--- src/rtl/booth_mul_pkg.sv ---
// Shared types and helpers for the sequential radix-4 Booth multiplier:
// controller states, digit-select encodings and the digit-count function.
package booth_mul_pkg;

    typedef enum logic [1:0] {
        IDLE = 2'd0,
        RUN  = 2'd1,
        DONE = 2'd2
    } state_e;

    typedef enum logic [2:0] {
        ZERO = 3'd0,
        P1   = 3'd1,
        P2   = 3'd2,
        M1   = 3'd3,
        M2   = 3'd4
    } digit_sel_e;

    // Number of radix-4 digits needed to cover a width-bit operand in either mode.
    function automatic int calc_ndig(input int width);
        return (width + 2) / 2;
    endfunction

    // bits = {b[2j+1], b[2j], b[2j-1]}; digit = -2*b[2j+1] + b[2j] + b[2j-1]
    function automatic digit_sel_e booth_decode(input logic [2:0] bits);
        digit_sel_e sel;
        sel = ZERO;
        case (bits)
            3'b000:  sel = ZERO;
            3'b001:  sel = P1;
            3'b010:  sel = P1;
            3'b011:  sel = P2;
            3'b100:  sel = M2;
            3'b101:  sel = M1;
            3'b110:  sel = M1;
            3'b111:  sel = ZERO;
            default: sel = ZERO;
        endcase
        return sel;
    endfunction

endpackage

--- src/rtl/booth_mul_seq_pp_gen.sv ---
// One Booth partial-product generator: three multiplier bits select
// 0, +/-a_ext or +/-2*a_ext, all within WIDTH+2 bits.
module booth_pp_gen
    import booth_mul_pkg::*;
#(
    parameter int WIDTH = 11
) (
    input  logic [2:0]       bits_i,
    input  logic [WIDTH+1:0] a_ext_i,
    output logic [WIDTH+1:0] pp_o
);

    digit_sel_e sel;

    assign sel = booth_decode(bits_i);

    always_comb begin
        pp_o = '0;
        case (sel)
            P1:      pp_o = a_ext_i;
            P2:      pp_o = a_ext_i << 1;
            M1:      pp_o = -a_ext_i;
            M2:      pp_o = -(a_ext_i << 1);
            default: pp_o = '0;
        endcase
    end

endmodule

--- src/rtl/booth_mul_seq.sv ---
// Iterative radix-4 Booth multiplier retiring DPC digits per clock behind a
// valid/ready handshake. Define BOOTH_MUL_EARLY_TERM_EN to stop once the remaining digits are all zero.
module booth_mul_seq
    import booth_mul_pkg::*;
#(
    parameter int WIDTH = 11,
    parameter int DPC   = 1
) (
    input  logic                 clock,
    input  logic                 reset,
    input  logic                 in_valid,
    output logic                 in_ready,
    input  logic [WIDTH-1:0]     a,
    input  logic [WIDTH-1:0]     b,
    input  logic                 is_signed,
    output logic                 out_valid,
    input  logic                 out_ready,
    output logic [2*WIDTH-1:0]   p,
    output logic [3:0]           cycles
);

    localparam int NDIG = calc_ndig(WIDTH);
    localparam int AW   = WIDTH + 2;
    localparam int ACCW = 2 * WIDTH + 2;
    localparam int BW   = 2 * NDIG;
    localparam int KW   = $clog2(NDIG + DPC + 1);
    localparam logic [KW-1:0] K_STEP = KW'(DPC);
    localparam logic [KW-1:0] K_LAST = KW'(NDIG);

    state_e               state_q, state_d;
    logic [AW-1:0]        a_ext_q, a_ext_d;
    logic [BW:0]          b_pad_q, b_pad_d;
    logic [ACCW-1:0]      acc_q, acc_d;
    logic [KW-1:0]        k_q, k_d;
    logic [3:0]           run_cnt_q, run_cnt_d;
    logic [2*WIDTH-1:0]   p_q, p_d;
    logic [3:0]           cycles_q, cycles_d;

    logic                 a_sx;
    logic                 b_sx;
    logic [KW-1:0]        k_next;
    logic [ACCW-1:0]      pp_sum;
    logic                 stop_early;

    logic [KW-1:0]        dig_idx  [DPC];
    logic [2:0]           dig_bits [DPC];
    logic [AW-1:0]        pp       [DPC];
    logic [ACCW-1:0]      pp_sh    [DPC];

    assign a_sx   = is_signed & a[WIDTH-1];
    assign b_sx   = is_signed & b[WIDTH-1];
    assign k_next = k_q + K_STEP;

    // b_pad_q holds b_ext with a zero appended below bit 0, so digit j reads bits [2j+2:2j].
    for (genvar gi = 0; gi < DPC; gi++) begin : g_digit
        assign dig_idx[gi]  = k_q + KW'(gi);
        assign dig_bits[gi] = (dig_idx[gi] < K_LAST) ? 3'(b_pad_q >> {dig_idx[gi], 1'b0}) : 3'b000;

        booth_pp_gen #(
            .WIDTH (WIDTH)
        ) u_pp_gen (
            .bits_i  (dig_bits[gi]),
            .a_ext_i (a_ext_q),
            .pp_o    (pp[gi])
        );

        assign pp_sh[gi] = {{(ACCW-AW){pp[gi][AW-1]}}, pp[gi]} << {dig_idx[gi], 1'b0};
    end

    always_comb begin
        pp_sum = '0;
        for (int i = 0; i < DPC; i++) begin
            pp_sum = pp_sum + pp_sh[i];
        end
    end

`ifdef BOOTH_MUL_EARLY_TERM_EN
    // Remaining digits are all zero exactly when b_ext[2k-1 and up] is a run of one value.
    logic signed [BW:0] b_rest;
    assign b_rest     = $signed(b_pad_q) >>> {k_q, 1'b0};
    assign stop_early = (b_rest == '0) || (b_rest == '1);
`else
    assign stop_early = 1'b0;
`endif

    always_comb begin
        state_d   = state_q;
        a_ext_d   = a_ext_q;
        b_pad_d   = b_pad_q;
        acc_d     = acc_q;
        k_d       = k_q;
        run_cnt_d = run_cnt_q;
        p_d       = p_q;
        cycles_d  = cycles_q;
        case (state_q)
            IDLE: begin
                if (in_valid) begin
                    a_ext_d   = {{2{a_sx}}, a};
                    b_pad_d   = {{(BW-WIDTH){b_sx}}, b, 1'b0};
                    acc_d     = '0;
                    k_d       = '0;
                    run_cnt_d = '0;
                    state_d   = RUN;
                end
            end
            RUN: begin
                if (stop_early) begin
                    p_d      = acc_q[2*WIDTH-1:0];
                    cycles_d = run_cnt_q;
                    state_d  = DONE;
                end else begin
                    acc_d     = acc_q + pp_sum;
                    k_d       = k_next;
                    run_cnt_d = run_cnt_q + 4'd1;
                    if (k_next >= K_LAST) begin
                        p_d      = acc_d[2*WIDTH-1:0];
                        cycles_d = run_cnt_q + 4'd1;
                        state_d  = DONE;
                    end
                end
            end
            DONE: begin
                if (out_ready) begin
                    state_d = IDLE;
                end
            end
            default: state_d = IDLE;
        endcase
    end

    always_ff @(posedge clock) begin
        if (reset) begin
            state_q   <= IDLE;
            a_ext_q   <= '0;
            b_pad_q   <= '0;
            acc_q     <= '0;
            k_q       <= '0;
            run_cnt_q <= '0;
            p_q       <= '0;
            cycles_q  <= '0;
        end else begin
            state_q   <= state_d;
            a_ext_q   <= a_ext_d;
            b_pad_q   <= b_pad_d;
            acc_q     <= acc_d;
            k_q       <= k_d;
            run_cnt_q <= run_cnt_d;
            p_q       <= p_d;
            cycles_q  <= cycles_d;
        end
    end

    assign in_ready  = (state_q == IDLE);
    assign out_valid = (state_q == DONE);
    assign p         = p_q;
    assign cycles    = cycles_q;

endmodule

--- config.mk ---
export PLATFORM = sky130hd
export DESIGN_NAME = booth_mul_seq
export DESIGN_NICKNAME = d
export VERILOG_FILES = /design/src/rtl/booth_mul_pkg.sv /design/src/rtl/booth_mul_seq_pp_gen.sv /design/src/rtl/booth_mul_seq.sv
export SDC_FILE = /design/constraint.sdc
export NUM_CORES = 1
export LEC_CHECK = 0
export CORE_ASPECT_RATIO = 1.2
export CORE_MARGIN = 2
export CORE_UTILIZATION = 58
export DETAILED_ROUTE_END_ITERATION = 12
export GPL_ROUTABILITY_DRIVEN = 0
export PLACE_DENSITY = 0.92
export SLEW_MARGIN = 20
export SYNTH_ARGS = -nofsm -noshare
export SYNTH_HDL_FRONTEND = slang
export SYNTH_SLANG_ARGS = --single-unit
export TNS_END_PERCENT = 5
--- constraint.sdc ---
create_clock -name clock -period 7.95 [get_ports clock]
set_clock_uncertainty 0.2 [all_clocks]
set_input_delay 2.385 -clock clock [delete_from_list [all_inputs] [get_ports clock]]
set_output_delay 2.385 -clock clock [all_outputs]
set_load 0.01 [all_outputs]
# After elaboration in Yosys (flattened, before gate mapping)
# Memories as Yosys holds them, arrays and structs flattened.
# Cells that the tools add are included.
# classes
n_shift	2
reduce_logical	6
n_addsub	5
n_mux	12
bitwise	2
magnitude_cmp	2
n_eq_ne	9
# ops
op	n
13-bit one-hot mux with 4 select lines	1
24-bit one-hot mux with 2 select lines	1
13-bit negator	2
24-bit adder	1
24-bit two-way mux	1
24-bit by 4-bit << shifter with 24-bit output	1
13-bit by 4-bit right shift with 3-bit output	1
4-bit one-hot mux with 2 select lines	1
3-bit by 2-bit equality test with 1-bit output (second input constant)	2
2-bit two-way mux	3
3-bit two-way mux	2
2-bit one-hot mux with 3 select lines	1
3-bit one-hot mux with 2 select lines	1
2-bit AND reduction	3
4-bit by 1-bit adder with 4-bit output (second input constant)	1
4-bit two-way mux	1
2-bit != test (second input constant)	2
3-bit by 1-bit adder with 3-bit output (second input constant)	1
3-bit by 1-bit equality test with 1-bit output (second input constant)	1
3-bit equality test (second input constant)	1
3-bit >= comparator (second input constant)	1
3-bit < comparator (second input constant)	1
3-bit AND reduction	1
1-bit AND	2
other kinds (5)	5
# totals
romBits	24
input_bits	27
output_inout_bits	28
register_bits	83
n_memories	1
# mem_list
name	depth	word_bits	rd	rd_ports_with_merged_regs	write_ports	line	source
(name not given)	8	3	1	0	0	booth_mul_pkg.sv:28	case (bits)

# Longest topological paths before layout
# Gate-level depths: netlist (run 1).
# An unclocked memory read counts as a cell.
# logic_depth
word_depth	8
mapped_depth	26

# Modules after synthesis
# Synthesis (run 1) repeated with hierarchy kept, for this count alone.
# hier_totals
hier_cells	701
area_unflattened_um2	5356.4
# by_module_without_submodules
module	area_per_inst_um2	instances	cells_per_inst
booth_mul_seq	4683.2	1	610
booth_pp_gen	673.1	1	91

# Worst setup path after synthesis (run 1)
# OpenSTA, ideal clock, no wires.
# synth_path
kind	flip-flop to flip-flop
from	register k_q[0]
to	register p_q[21], in the netlist p[21]
arrival_time_ns	5.303
stages_incl_launch_ff	22
t_required_ns	7.671
path_buffers	2
slack_ns	2.368
period_less_slack_ns	5.582
setup_time_ns	0.079
path_cell_list	dfxtp_1 -> clkbuf_1 -> mux4_2 -> a21oi_1 -> inv_1 -> ha_1 -> a21o_1 -> o221a_2 -> buf_6 -> a222oi_1 -> a21boi_1 -> mux2i_1 -> mux2_2 -> a21o_1 -> ha_1 -> and3_1 -> and2_1 -> a211oi_1 -> a21oi_1 -> o31ai_1 -> xnor3_1 -> a211oi_2
# synth_between
elab_chain_cells	7
elab_cells_between_ends	14
cone_classes	2 x add/sub; 2 x order compare; 4 x eq/ne; 2 x shift; 2 x mux; 1 x reduce/logical; 1 x memory
# synth_rtl
item	line	source
start, declared	booth_mul_seq.sv:34	logic [KW-1:0] k_q, k_d;
start signal, assigned	booth_mul_seq.sv:146	k_q <= k_d;
13-bit by 4-bit right shift with 3-bit output / 3-bit < comparator (equally long branches)	booth_mul_seq.sv:57	assign dig_bits[gi] = (dig_idx[gi] < K_LAST) ? 3'(b_pad_q >> {dig_idx[gi], 1'b0}) : 3'b000;
3-bit two-way mux	booth_mul_seq.sv:57	
memory 8 x 3 bit	n/a	
3-bit equality test (tied with other cells)	booth_mul_seq_pp_gen.sv:19	case (sel)
13-bit one-hot mux with 4 select lines	booth_mul_seq_pp_gen.sv:19	
24-bit by 4-bit << shifter with 24-bit output	booth_mul_seq.sv:67	assign pp_sh[gi] = {{(ACCW-AW){pp[gi][AW-1]}}, pp[gi]} << {dig_idx[gi], 1'b0};
24-bit adder	booth_mul_seq.sv:112	acc_d = acc_q + pp_sum;
end signal, assigned	booth_mul_seq.sv:148	p_q <= p_d;
end, declared	booth_mul_seq.sv:36	logic [2*WIDTH-1:0] p_q, p_d;
# Parallel ways exist; a longest one is shown, timed or not.
# A chain may end at the register's enable or synchronous reset.

# Worst setup path after layout (run 1)
# layout_path
from	register k_q[2]
to	register p_q[21], in the netlist p[21]
# The elaborated chain is that of the path after synthesis.

==> results of run 1 <==
-- worst min-delay path by stage --
stage | start | to | slack [ns] | depth (start not counted)
after global placement | p[5]$_SDFFE_PP0P_ | p[5]$_SDFFE_PP0P_ | 0.25 | 2
after global routing | p[11]$_SDFFE_PP0P_ | p[11]$_SDFFE_PP0P_ | 0.27 | 2
after CTS | p[11]$_SDFFE_PP0P_ | p[11]$_SDFFE_PP0P_ | 0.26 | 2
after detailed placement | p[11]$_SDFFE_PP0P_ | p[11]$_SDFFE_PP0P_ | 0.25 | 2
after floorplan | b_pad_q[12]$_SDFFE_PP0P_ | b_pad_q[12]$_SDFFE_PP0P_ | 0.23 | 2
final | p[11]$_SDFFE_PP0P_ | p[11]$_SDFFE_PP0P_ | 0.26 | 2
-- per-stage QoR --
stage / util / total power (uW) / cells
after CTS: 0.667 / 934 / 843
after floorplan: - / 605 / 697
final: 0.668 / 934 / 843
after global placement: 0.648 / 651 / 827
after global routing: 0.668 / 979 / 843
after detailed placement: 0.648 / 661 / 827
-- state kept, by name (all words and copies together), names as in the netlist --
name / count
a_ext_q: 12
acc_q: 22
b_pad_q: 12
cycles: 4
k_q: 3
p: 22
run_cnt_q: 4
state_q: 2
-- kinds of logic (layout without fill, tap and decap cells) --
| kind of cell | count (synthesis) | in the layout | share of synthesized area |
|---|---|---|---|
| DFF | 81 | 81 | 0.308 |
| muxes | 19 | 19 | 0.0416 |
| and+or+nand+nor | 271 | 271 | 0.233 |
| adders and majority gates | 29 | 29 | 0.0704 |
| AOI/OAI and AO/OA | 208 | 208 | 0.256 |
| buffers and inverters | 64 | 90 | 0.0473 |
| xor gates and xnor gates | 25 | 25 | 0.0442 |
-- cell usage after synthesis, types with 3 or more instances --
cell type | n | share of area
sky130_fd_sc_hd__o2bb2ai_1 | 3 | 0.0050
sky130_fd_sc_hd__nand3b_1 | 3 | 0.0043
sky130_fd_sc_hd__a2111oi_0 | 3 | 0.0050
sky130_fd_sc_hd__o21a_1 | 6 | 0.0086
sky130_fd_sc_hd__ha_1 | 28 | 0.067
sky130_fd_sc_hd__a22oi_1 | 9 | 0.013
sky130_fd_sc_hd__o22ai_1 | 4 | 0.0048
sky130_fd_sc_hd__buf_1 | 5 | 0.0036
sky130_fd_sc_hd__nor2b_1 | 6 | 0.0071
sky130_fd_sc_hd__nor4_1 | 7 | 0.0083
sky130_fd_sc_hd__a221oi_1 | 4 | 0.0067
sky130_fd_sc_hd__mux2i_1 | 14 | 0.027
sky130_fd_sc_hd__dfxtp_1 | 81 | 0.31
sky130_fd_sc_hd__nor3_1 | 17 | 0.016
sky130_fd_sc_hd__mux2_2 | 3 | 0.0064
sky130_fd_sc_hd__o21bai_1 | 6 | 0.0086
sky130_fd_sc_hd__a31oi_1 | 7 | 0.0083
sky130_fd_sc_hd__a21o_1 | 17 | 0.024
sky130_fd_sc_hd__xnor2_1 | 18 | 0.030
sky130_fd_sc_hd__clkbuf_1 | 41 | 0.029
sky130_fd_sc_hd__a211oi_1 | 7 | 0.010
sky130_fd_sc_hd__nand2b_1 | 6 | 0.0071
sky130_fd_sc_hd__a21oi_1 | 95 | 0.090
sky130_fd_sc_hd__inv_1 | 14 | 0.010
sky130_fd_sc_hd__and2_1 | 7 | 0.0083
sky130_fd_sc_hd__or4_1 | 4 | 0.0057
sky130_fd_sc_hd__nor2_1 | 51 | 0.036
sky130_fd_sc_hd__xor2_1 | 6 | 0.010
sky130_fd_sc_hd__o21ai_0 | 21 | 0.020
sky130_fd_sc_hd__nand2_1 | 126 | 0.090
sky130_fd_sc_hd__o211ai_1 | 3 | 0.0043
sky130_fd_sc_hd__nand3_1 | 30 | 0.029
-- worst max-delay path, cell delays in order, from the launching register on --
cell	delay, ns
sky130_fd_sc_hd__dfxtp_1	1.00
sky130_fd_sc_hd__clkinv_1	0.52
sky130_fd_sc_hd__nand2_1	0.19
sky130_fd_sc_hd__nor2_1	0.07
sky130_fd_sc_hd__a21oi_1	0.19
sky130_fd_sc_hd__inv_1	0.10
sky130_fd_sc_hd__ha_1	0.25
sky130_fd_sc_hd__a21o_1	0.20
sky130_fd_sc_hd__o221ai_2	0.46
sky130_fd_sc_hd__nor3_1	0.10
sky130_fd_sc_hd__a221oi_1	0.23
sky130_fd_sc_hd__o21ai_0	0.19
sky130_fd_sc_hd__mux2i_1	0.22
sky130_fd_sc_hd__o22ai_1	0.13
sky130_fd_sc_hd__o21a_1	0.21
sky130_fd_sc_hd__ha_1	0.33
sky130_fd_sc_hd__a21o_1	0.20
sky130_fd_sc_hd__a21oi_1	0.18
sky130_fd_sc_hd__o21bai_1	0.13
sky130_fd_sc_hd__a211oi_1	0.29
sky130_fd_sc_hd__a21oi_1	0.14
sky130_fd_sc_hd__o31ai_1	0.55
sky130_fd_sc_hd__xnor3_1	0.31
sky130_fd_sc_hd__a211oi_2	0.21
-- routing by layer --
layer | routed length [um] | vias up | GRT usage
met5 | 0 | - | 0
met4 | 514 | 0 | 0.144
met3 | 710 | 56 | 0.0641
met2 | 6940 | 214 | 0.519
met1 | 5440 | 2438 | 0.312
li1 | - | 2521 | -
-- where the power goes --
group          total, uW  internal, uW  leakage, uW  switching (uW)
Sequential           435           419     0.000657            16.1
Combinational        223          88.1      0.00167             135
Clock                276           122    0.0000826             154
Total                934           629      0.00241             305
-- area by class of cell --
class | instances | area (um2)
clock buffers | 12 | 145
clock inverters | 4 | 28.8
fillers | 754 | 2970
inverters | 16 | 60.1
multi-input cells | 552 | 3400
flip-flops and latches | 81 | 1620
well taps | 120 | 150
repair buffers | 58 | 566
==> out/summary.txt, run 1 <==
Capturing element of the worst setup path: p[21]$_SDFFE_PP0P_
Number of detailed-route iterations in the first pass: 5
Part of the cycle the worst path needs: 0.843
Input/output buffers: 54
Worst setup path startpoint: k_q[2]$_SDFFE_PP0P_
Most common flop cell mapped by yosys: sky130_fd_sc_hd__dfxtp_1
Ports: 55
Commonest non-fill, non-tap cells in the layout: sky130_fd_sc_hd__nand2_1 (126), sky130_fd_sc_hd__a21oi_1 (95), sky130_fd_sc_hd__dfxtp_1 (81)
Die Span Y: 108 um
Setup_tns: 0 ns
Max-slew violations: 0
CTS tree: yes
Area grow syn2layout: 13.4%
Type of origin of the critical path: register
Number of maximum-capacitance constraint violations: 0
Final period demand of the worst path: 6.70 ns
Post-Synthesis Net Count: 753
Least-Margin Pin Slew: 1.01 ns
Total congestion overflow after global routing: 0
Clock sink count: 81
Total half-perimeter wirelength after legalization and detailed placement: 9870 um
Cell area after synthesis: 0.00526 mm2
Pre-CTS setup slack: 1.47 ns
Sequential share of the synthesized area: 0.308
Setup slack after layout: 1.25 ns
Crit path required time: 8.04 ns
Number of hold violations in the final report: 0
Synth Register Bits: 81
Core Area: 0.00894 mm2
Total of warnings raised by yosys: 0
Total global-route track usage: 0.285
Worst-case hold slack: 0.258 ns
Initial standard-cell utilization of the core: 0.589
Via count normalized by instance count: 6.20
Commonest non-fill, non-tap cell in the layout: sky130_fd_sc_hd__nand2_1
Post-CTS clock slew at the launch and capture registers of the worst setup and hold paths: 0.09 ns
Worst slew margin relative to its limit: 0.323
Setup repair after global routing missed its margin: no
Remaining routing DRC violations: 0
Count of cells resized by post-cts repair: 0
Maximum root-to-sink buffer count: 2
Post-layout net count: 774
Hold WC Path Type: register to register
Length in cells of the worst reg-to-reg path: 23
Skew-Pair Late Insertion Delay: 0.37 ns
Maximum VDD drop: 0.115 mV
Number of endpoints failing setup at the final stage: 0
FFs w/ async S/R, synth: 0
Largest fanout on the critical path: 33
Fmax: 0.149 GHz
Pwr Density: 157 mW/mm2
Die outline width: 91.0 um
Final routed wirelength across all metal layers: 13600 um
Buffer cell driving the clock tree root: sky130_fd_sc_hd__clkbuf_8
Deepest level of the CTS H-tree: 3
First-pass GRT wire length: 23100 um
Outcome: complete, no violations
Pin count of the biggest net entering global routing: 89
CTS Hold Bufs: 0
Area of the die: 0.00986 mm2
DR iter-0 viols: 398
Share of cells above drive strength 1: 0.0553
Critical path class: register to register
Antenna diodes: 0
Worst r2r src: k_q[2]$_SDFFE_PP0P_
Data arrival time of the worst path: 6.79 ns
Total cell area at the placement stage: 0.00579 mm2
Wire length per cell: 16.1 um
Endpoint of the lowest-slack register-to-register path: p[21]$_SDFFE_PP0P_
Clock buffer count from CTS: 9
Yosys cell types: 69
Leak Pwr: 0.00241 uW
Worst-case register-to-register setup slack: 1.25 ns
Initial antenna violation count: 0
Design Area, Final: 0.00597 mm2
Synthesized area per cell: 7.55 um2
CP Capture Type: register
Via count: 5229
Post-synth EDFFs: 0
Placement row count: 38
Setup Buffers After CTS: 0
Number of cells produced by synthesis: 697
Final antenna-violating net count: 0
Number of global-route vias before repair: 5117
(Power assumes the default switching activity.)
==> inputs of run 2 (changes only) <==
Settings changed: CORE_UTILIZATION 58 to 52, PLACE_DENSITY 0.92 to 0.88.
Clock period 7.95 ns to 5.85 ns, I/O delays scaled along.
==> out/summary.txt, run 2 (synthesis gave the netlist of run 1 again) <==
Outcome: complete, no violations (unchanged)
Setup slack after layout: 0.342 ns (was 1.25 ns)
Number of endpoints failing setup at the final stage: 0 (unchanged)
CP Capture Type: register (unchanged)
Worst slew margin relative to its limit: 0.257 (was 0.323)
First-pass GRT wire length: 23400 um (was 23100 um)
Worst-case register-to-register setup slack: 0.34 ns (was 1.25 ns)
Total half-perimeter wirelength after legalization and detailed placement: 9920 um (was 9870 um)
Area grow syn2layout: 17.1% (was 13.4%)
Crit path required time: 5.95 ns (was 8.04 ns)
Buffer cell driving the clock tree root: sky130_fd_sc_hd__clkbuf_16 (was sky130_fd_sc_hd__clkbuf_8)
Number of detailed-route iterations in the first pass: 5 (unchanged)
Total global-route track usage: 0.266 (was 0.285)
Placement row count: 40 (was 38)
Clock buffer count from CTS: 9 (unchanged)
Part of the cycle the worst path needs: 0.942 (was 0.843)
Initial antenna violation count: 0 (unchanged)
Setup_tns: 0 ns (unchanged)
Die Span Y: 114 um (was 108 um)
Largest fanout on the critical path: 9 (was 33)
Number of global-route vias before repair: 5175 (was 5117)
Least-Margin Pin Slew: 1.11 ns (was 1.01 ns)
CTS Hold Bufs: 0 (unchanged)
DR iter-0 viols: 383 (was 398)
Total congestion overflow after global routing: 0 (unchanged)
Slowest library cell on the worst path: sky130_fd_sc_hd__mux4_2 (was sky130_fd_sc_hd__dfxtp_1)
Critical path class: register to register (unchanged)
Leak Pwr: 0.00248 uW (was 0.00241 uW)
Bufs and invs on worst path: 1 (was 2)
Ports: 55 (unchanged)
Share of cells above drive strength 1: 0.0755 (was 0.0553)
Die outline width: 95.8 um (was 91.0 um)
Post-layout net count: 779 (was 774)
Area of the die: 0.0109 mm2 (was 0.00986 mm2)
Input/output buffers: 54 (unchanged)
Fmax: 0.182 GHz (was 0.149 GHz)
Core Area: 0.00996 mm2 (was 0.00894 mm2)
Pin count of the biggest net entering global routing: 64 (was 89)
Final routed wirelength across all metal layers: 14200 um (was 13600 um)
Pwr Density: 233 mW/mm2 (was 157 mW/mm2)
Post-CTS clock slew at the launch and capture registers of the worst setup and hold paths: 0.06 ns (was 0.09 ns)
Worst hold path stage count: 2 (unchanged)
Cell occurring most often along the worst timing path: sky130_fd_sc_hd__a21oi_1 (unchanged)
Wire length per cell: 16.6 um (was 16.1 um)
Number of maximum-capacitance constraint violations: 0 (unchanged)
Antenna diodes: 0 (unchanged)
Hold WC Path Type: register to register (unchanged)
Critical path, cell by cell: mux4_2, a21oi_1, inv_1, ha_1, a21o_1, o221a_2, a222oi_1, a21boi_1, mux2i_1, mux2_2, and2_1, ha_1, a21o_1, a21oi_1, o31ai_2, nand3_1, a21oi_1, o31ai_4, nor4b_1, o21bai_1, nand3_1 (was clkinv_1, nand2_1, nor2_1, a21oi_1, inv_1, ha_1, a21o_1, o221ai_2, nor3_1, a221oi_1, o21ai_0, mux2i_1, o22ai_1, o21a_1, ha_1, a21o_1, a21oi_1, o21bai_1, a211oi_1, a21oi_1, o31ai_1, xnor3_1, a211oi_2)
WP depth: 21 (was 23)
Via count: 5310 (was 5229)
Type of origin of the critical path: register (unchanged)
Total power: 1430 uW (was 934 uW)
Final instance count without filler cells: 854 (was 843)
Commonest non-fill, non-tap cell in the layout: sky130_fd_sc_hd__nand2_1 (unchanged)
Remaining routing DRC violations: 0 (unchanged)
Worst-case hold slack: 0.258 ns (about the same)
Length in cells of the worst reg-to-reg path: 21 (was 23)
Commonest non-fill, non-tap cells in the layout: sky130_fd_sc_hd__nand2_1 (126), sky130_fd_sc_hd__a21oi_1 (94), sky130_fd_sc_hd__dfxtp_1 (80) (was sky130_fd_sc_hd__nand2_1 (126), sky130_fd_sc_hd__a21oi_1 (95), sky130_fd_sc_hd__dfxtp_1 (81))
Via count normalized by instance count: 6.22 (was 6.20)
Critical Path Max Stage Delay: 0.52 ns (was 1.00 ns)
Max-slew violations: 0 (unchanged)
Pre-CTS setup slack: 0.0696 ns (was 1.47 ns)
Maximum VDD drop: 0.147 mV (was 0.115 mV)
Clock sink count: 81 (unchanged)
Category of cells accounting for the largest share of critical-path delay: compound AO/OA/AOI/OAI gates (unchanged)
Final period demand of the worst path: 5.51 ns (was 6.70 ns)
Maximum root-to-sink buffer count: 2 (unchanged)
CTS tree: yes (unchanged)
Data arrival time of the worst path: 5.60 ns (was 6.79 ns)
Initial standard-cell utilization of the core: 0.529 (was 0.589)
Placed cells: 838 (was 827)
Skew-Pair Late Insertion Delay: 0.35 ns (was 0.37 ns)
Final antenna-violating net count: 0 (unchanged)
Number of hold violations in the final report: 0 (unchanged)
Deepest level of the CTS H-tree: 3 (unchanged)
run 2: timing repair:
action / in CTS / in global routing
buffers inserted: 0 / 0
endpoints found under the setup margin: 0 / 14
gates resized for setup: 0 / 11
run 2: cell type report:
type                            instances  area [um2]
Clock buffer                            9         225
Clock inverter                          7        46.3
Fill cell                             812        3800
Inverter                               16        60.1
Multi-Input combinational cell        552        3450
Sequential cell                        81        1620
Tap cell                              126         158
Timing Repair Buffer                   63         603
run 2: final timing paths:
kind,startpoint,to
worst min-delay path,p[15]$_SDFFE_PP0P_,p[15]$_SDFFE_PP0P_
worst max-delay path,k_q[0]$_SDFFE_PP0P_,acc_q[21]$_SDFFE_PP0P_
worst max register to register,k_q[0]$_SDFFE_PP0P_,acc_q[21]$_SDFFE_PP0P_
worst min register to register,p[15]$_SDFFE_PP0P_,p[15]$_SDFFE_PP0P_
run 2: worst register-to-register path: cells and delay by family (launching register included):
kind                       cells  cell delay (ns)
AOI/OAI and AO/OA             11             2.41
adders and majority gates      2             0.58
buffers and inverters          1             0.09
DFF                            1             0.43
muxes                          3             0.95
and+or+nand+nor                4             0.80
run 2: layer usage:
| layer | routed length (um) | track usage | part of all wire |
|---|---|---|---|
| met1 | 5710 | 0.302 | 0.40 |
| met2 | 7020 | 0.465 | 0.50 |
| met3 | 841 | 0.0481 | 0.059 |
| met4 | 601 | 0.144 | 0.042 |
| met5 | 0 | 0 | 0 |
run 2: per-stage QoR:
| step | instance area (um2) | util |
|---|---|---|
| global route | 6160 | 0.619 |
| floorplan | 5260 | - |
| global placement | 5840 | 0.586 |
| CTS | 6110 | 0.613 |
| detailed placement | 5840 | 0.586 |
| finish | 6160 | 0.619 |
run 2: power breakdown:
group          internal (uW)  total [uW]  switching (uW)
sequential               571         593            22.0
clock                    287         532             245
combinational            122         310             188
total                    979        1430             455
==> inputs of run 3 (changes only) <==
Settings changed: CORE_ASPECT_RATIO 1.2 to 0.5, GPL_TIMING_DRIVEN set to 0.
==> out/summary.txt, run 3 (synthesis gave the netlist of run 1 again) <==
Area of combinational cells with multiple inputs: 0.00351 mm2 (was 0.00345 mm2)
Placement row count: 25 (was 40)
Final routed wirelength across all metal layers: 15300 um (was 14200 um)
Antenna diodes: 0 (unchanged)
Slowest library cell on the worst path: sky130_fd_sc_hd__mux4_2 (unchanged)
Final cell utilization of the core: 0.667 (was 0.619)
Ports: 55 (unchanged)
Total half-perimeter wirelength after legalization and detailed placement: 11000 um (was 9920 um)
Pwr Density: 231 mW/mm2 (was 233 mW/mm2)
Number of endpoints failing setup at the final stage: 0 (unchanged)
Core Area: 0.00963 mm2 (was 0.00996 mm2)
Combinational group share of total power: 0.229 (was 0.216)
First-pass GRT wire length: 23900 um (was 23400 um)
Leak Pwr: 0.00257 uW (was 0.00248 uW)
Bufs and invs on worst path: 4 (was 1)
Data arrival time of the worst path: 5.72 ns (was 5.60 ns)
Switching power share of the total: 0.327 (was 0.317)
Total congestion overflow after global routing: 0 (unchanged)
Commonest non-fill, non-tap cells in the layout: sky130_fd_sc_hd__nand2_1 (126), sky130_fd_sc_hd__a21oi_1 (90), sky130_fd_sc_hd__dfxtp_1 (80) (was sky130_fd_sc_hd__nand2_1 (126), sky130_fd_sc_hd__a21oi_1 (94), sky130_fd_sc_hd__dfxtp_1 (80))
Maximum root-to-sink buffer count: 2 (unchanged)
DR iter-0 viols: 553 (was 383)
Number of detailed-route iterations in the first pass: 5 (unchanged)
Crit path required time: 5.92 ns (was 5.95 ns)
Post-layout net count: 819 (was 779)
Category of cells accounting for the largest share of critical-path delay: compound AO/OA/AOI/OAI gates (unchanged)
CTS tree: yes (unchanged)
Setup_tns: 0 ns (unchanged)
Final instance count without filler cells: 903 (was 854)
CP Capture Type: register (unchanged)
Initial antenna violation count: 0 (unchanged)
Number of fillers in the final layout: 776 (was 812)
Worst slew margin relative to its limit: 0.542 (was 0.257)
Part of the cycle the worst path needs: 0.965 (was 0.942)
Share of total power in sequential cells: 0.396 (was 0.413)
Worst-case hold slack: 0.253 ns (was 0.258 ns)
Number of global-route vias before repair: 4970 (was 5175)
Hold WC Path Type: register to register (unchanged)
Outcome: complete, no violations (unchanged)
Critical path, cell by cell: buf_6, mux4_2, a21oi_2, inv_1, ha_1, a21o_1, o221a_2, buf_6, a222oi_1, a21boi_2, mux2i_1, mux2_2, a21o_1, ha_2, and3_1, and2_1, a211oi_2, a21oi_2, o31ai_2, buf_4, xnor3_1, a211oi_2 (was mux4_2, a21oi_1, inv_1, ha_1, a21o_1, o221a_2, a222oi_1, a21boi_1, mux2i_1, mux2_2, and2_1, ha_1, a21o_1, a21oi_1, o31ai_2, nand3_1, a21oi_1, o31ai_4, nor4b_1, o21bai_1, nand3_1)
Clock buffer count from CTS: 9 (unchanged)
Buffer cell driving the clock tree root: sky130_fd_sc_hd__clkbuf_16 (unchanged)
Clock Power Share: 0.375 (was 0.371)
Maximum VDD drop: 0.137 mV (was 0.147 mV)
Remaining routing DRC violations: 0 (unchanged)
Initial standard-cell utilization of the core: 0.546 (was 0.529)
Via count normalized by instance count: 6.12 (was 6.22)
Critical Path Max Stage Delay: 0.53 ns (was 0.52 ns)
Fmax: 0.177 GHz (was 0.182 GHz)
Combined flip-flop and latch cell area: 0.00163 mm2 (was 0.00162 mm2)
Area grow syn2layout: 22.0% (was 17.1%)
Largest fanout on the critical path: 10 (was 9)
Commonest non-fill, non-tap cell in the layout: sky130_fd_sc_hd__nand2_1 (unchanged)
Final antenna-violating net count: 0 (unchanged)
Pin count of the biggest net entering global routing: 17 (was 64)
Die outline width: 146 um (was 95.8 um)
Total net switching power: 485 uW (was 455 uW)
Total global-route track usage: 0.275 (was 0.266)
Least-Margin Pin Slew: 0.686 ns (was 1.11 ns)
Max-slew violations: 0 (unchanged)
Number of maximum-capacitance constraint violations: 0 (unchanged)
Type of origin of the critical path: register (unchanged)
Deepest level of the CTS H-tree: 3 (unchanged)
Critical path class: register to register (unchanged)
Area of the die: 0.0110 mm2 (was 0.0109 mm2)
Input/output buffers: 53 (was 54)
Post-CTS clock slew at the launch and capture registers of the worst setup and hold paths: 0.06 ns (about the same)
Via count: 5530 (was 5310)
CTS Hold Bufs: 0 (unchanged)
Clock sink count: 81 (unchanged)
Final period demand of the worst path: 5.65 ns (was 5.51 ns)
Internal Dissipation: 997 uW (was 979 uW)
Skew-Pair Late Insertion Delay: 0.36 ns (was 0.35 ns)
Wire length per cell: 17.0 um (was 16.6 um)
Placed cells: 885 (was 838)
Die Span Y: 75.1 um (was 114 um)
Total power: 1480 uW (was 1430 uW)
Share of cells above drive strength 1: 0.0898 (was 0.0755)
Number of hold violations in the final report: 0 (unchanged)
run 3: cell count changes in the layout (fill, tap and decap cells not counted), moves of 3 or more:
cell	before	now
sky130_fd_sc_hd__clkbuf_1	0	33
sky130_fd_sc_hd__buf_1	0	4
sky130_fd_sc_hd__buf_4	9	3
sky130_fd_sc_hd__ha_1	28	25
sky130_fd_sc_hd__a21oi_2	1	4
sky130_fd_sc_hd__a21oi_1	94	90
sky130_fd_sc_hd__clkbuf_2	0	5
run 3: stage by stage:
stage	area [um2]	worst slack (ns)
finish	6420	0.202
global route	6420	-0.00922
CTS	6300	0.00774
detailed placement	5960	-0.709
global placement	5960	-0.547
floorplan	5260	0.268
run 3: path summary, 6_finish.rpt:
check | startpoint | end | slack [ns] | depth (start not counted)
setup / recovery | k_q[0]$_SDFFE_PP0P_ | p[21]$_SDFFE_PP0P_ | 0.20 | 22
hold / removal | b_pad_q[9]$_SDFFE_PP0P_ | b_pad_q[9]$_SDFFE_PP0P_ | 0.25 | 2
setup reg to reg | k_q[0]$_SDFFE_PP0P_ | p[21]$_SDFFE_PP0P_ | 0.20 | 22
hold reg to reg | b_pad_q[9]$_SDFFE_PP0P_ | b_pad_q[9]$_SDFFE_PP0P_ | 0.25 | 2
run 3: final cells by class:
cell class,instances,area share
clock buffer,9,0.0351
buffer,46,0.0310
timing repair buffer,57,0.0892
multi-input combinational,552,0.546
clock inverter,7,0.00955
sequential,81,0.253
tap,135,0.0263
inverter,16,0.00935
run 3: layer usage:
layer | track usage | up-vias | wire [um]
met5 | 0 | - | 0
met4 | 0.107 | 0 | 382
met3 | 0.0655 | 48 | 1360
met2 | 0.459 | 282 | 6800
met1 | 0.356 | 2578 | 6790
li1 | - | 2622 | -
run 3: timing repair:
action                                  4_1_cts  5_1_grt
pin swaps                                     1        3
setup buffers                                 1        3
gates resized for setup                      13       26
endpoints found under the setup margin       28       28
run 3: worst reg2reg max path: cells and delay by family, from the launching register on:
| kind | cells | cell delay (ns) |
|---|---|---|
| buffers and inverters | 4 | 0.56 |
| AO/OA/AOI/OAI | 10 | 2.22 |
| multiplexers | 3 | 0.99 |
| XOR/XNOR | 1 | 0.25 |
| AND/OR/NAND/NOR | 2 | 0.39 |
| flip-flops | 1 | 0.42 |
| adder cells (fa/ha/maj) | 2 | 0.54 |
run 3: power by group through the flow:
stage | clock network (uW) | logic, uW | registers, uW
floorplan | 0 | 229 | 593
global placement | 0 | 302 | 597
detailed placement | 0 | 312 | 598
CTS | 560 | 318 | 586
global route | 580 | 366 | 589
finish | 556 | 339 | 587
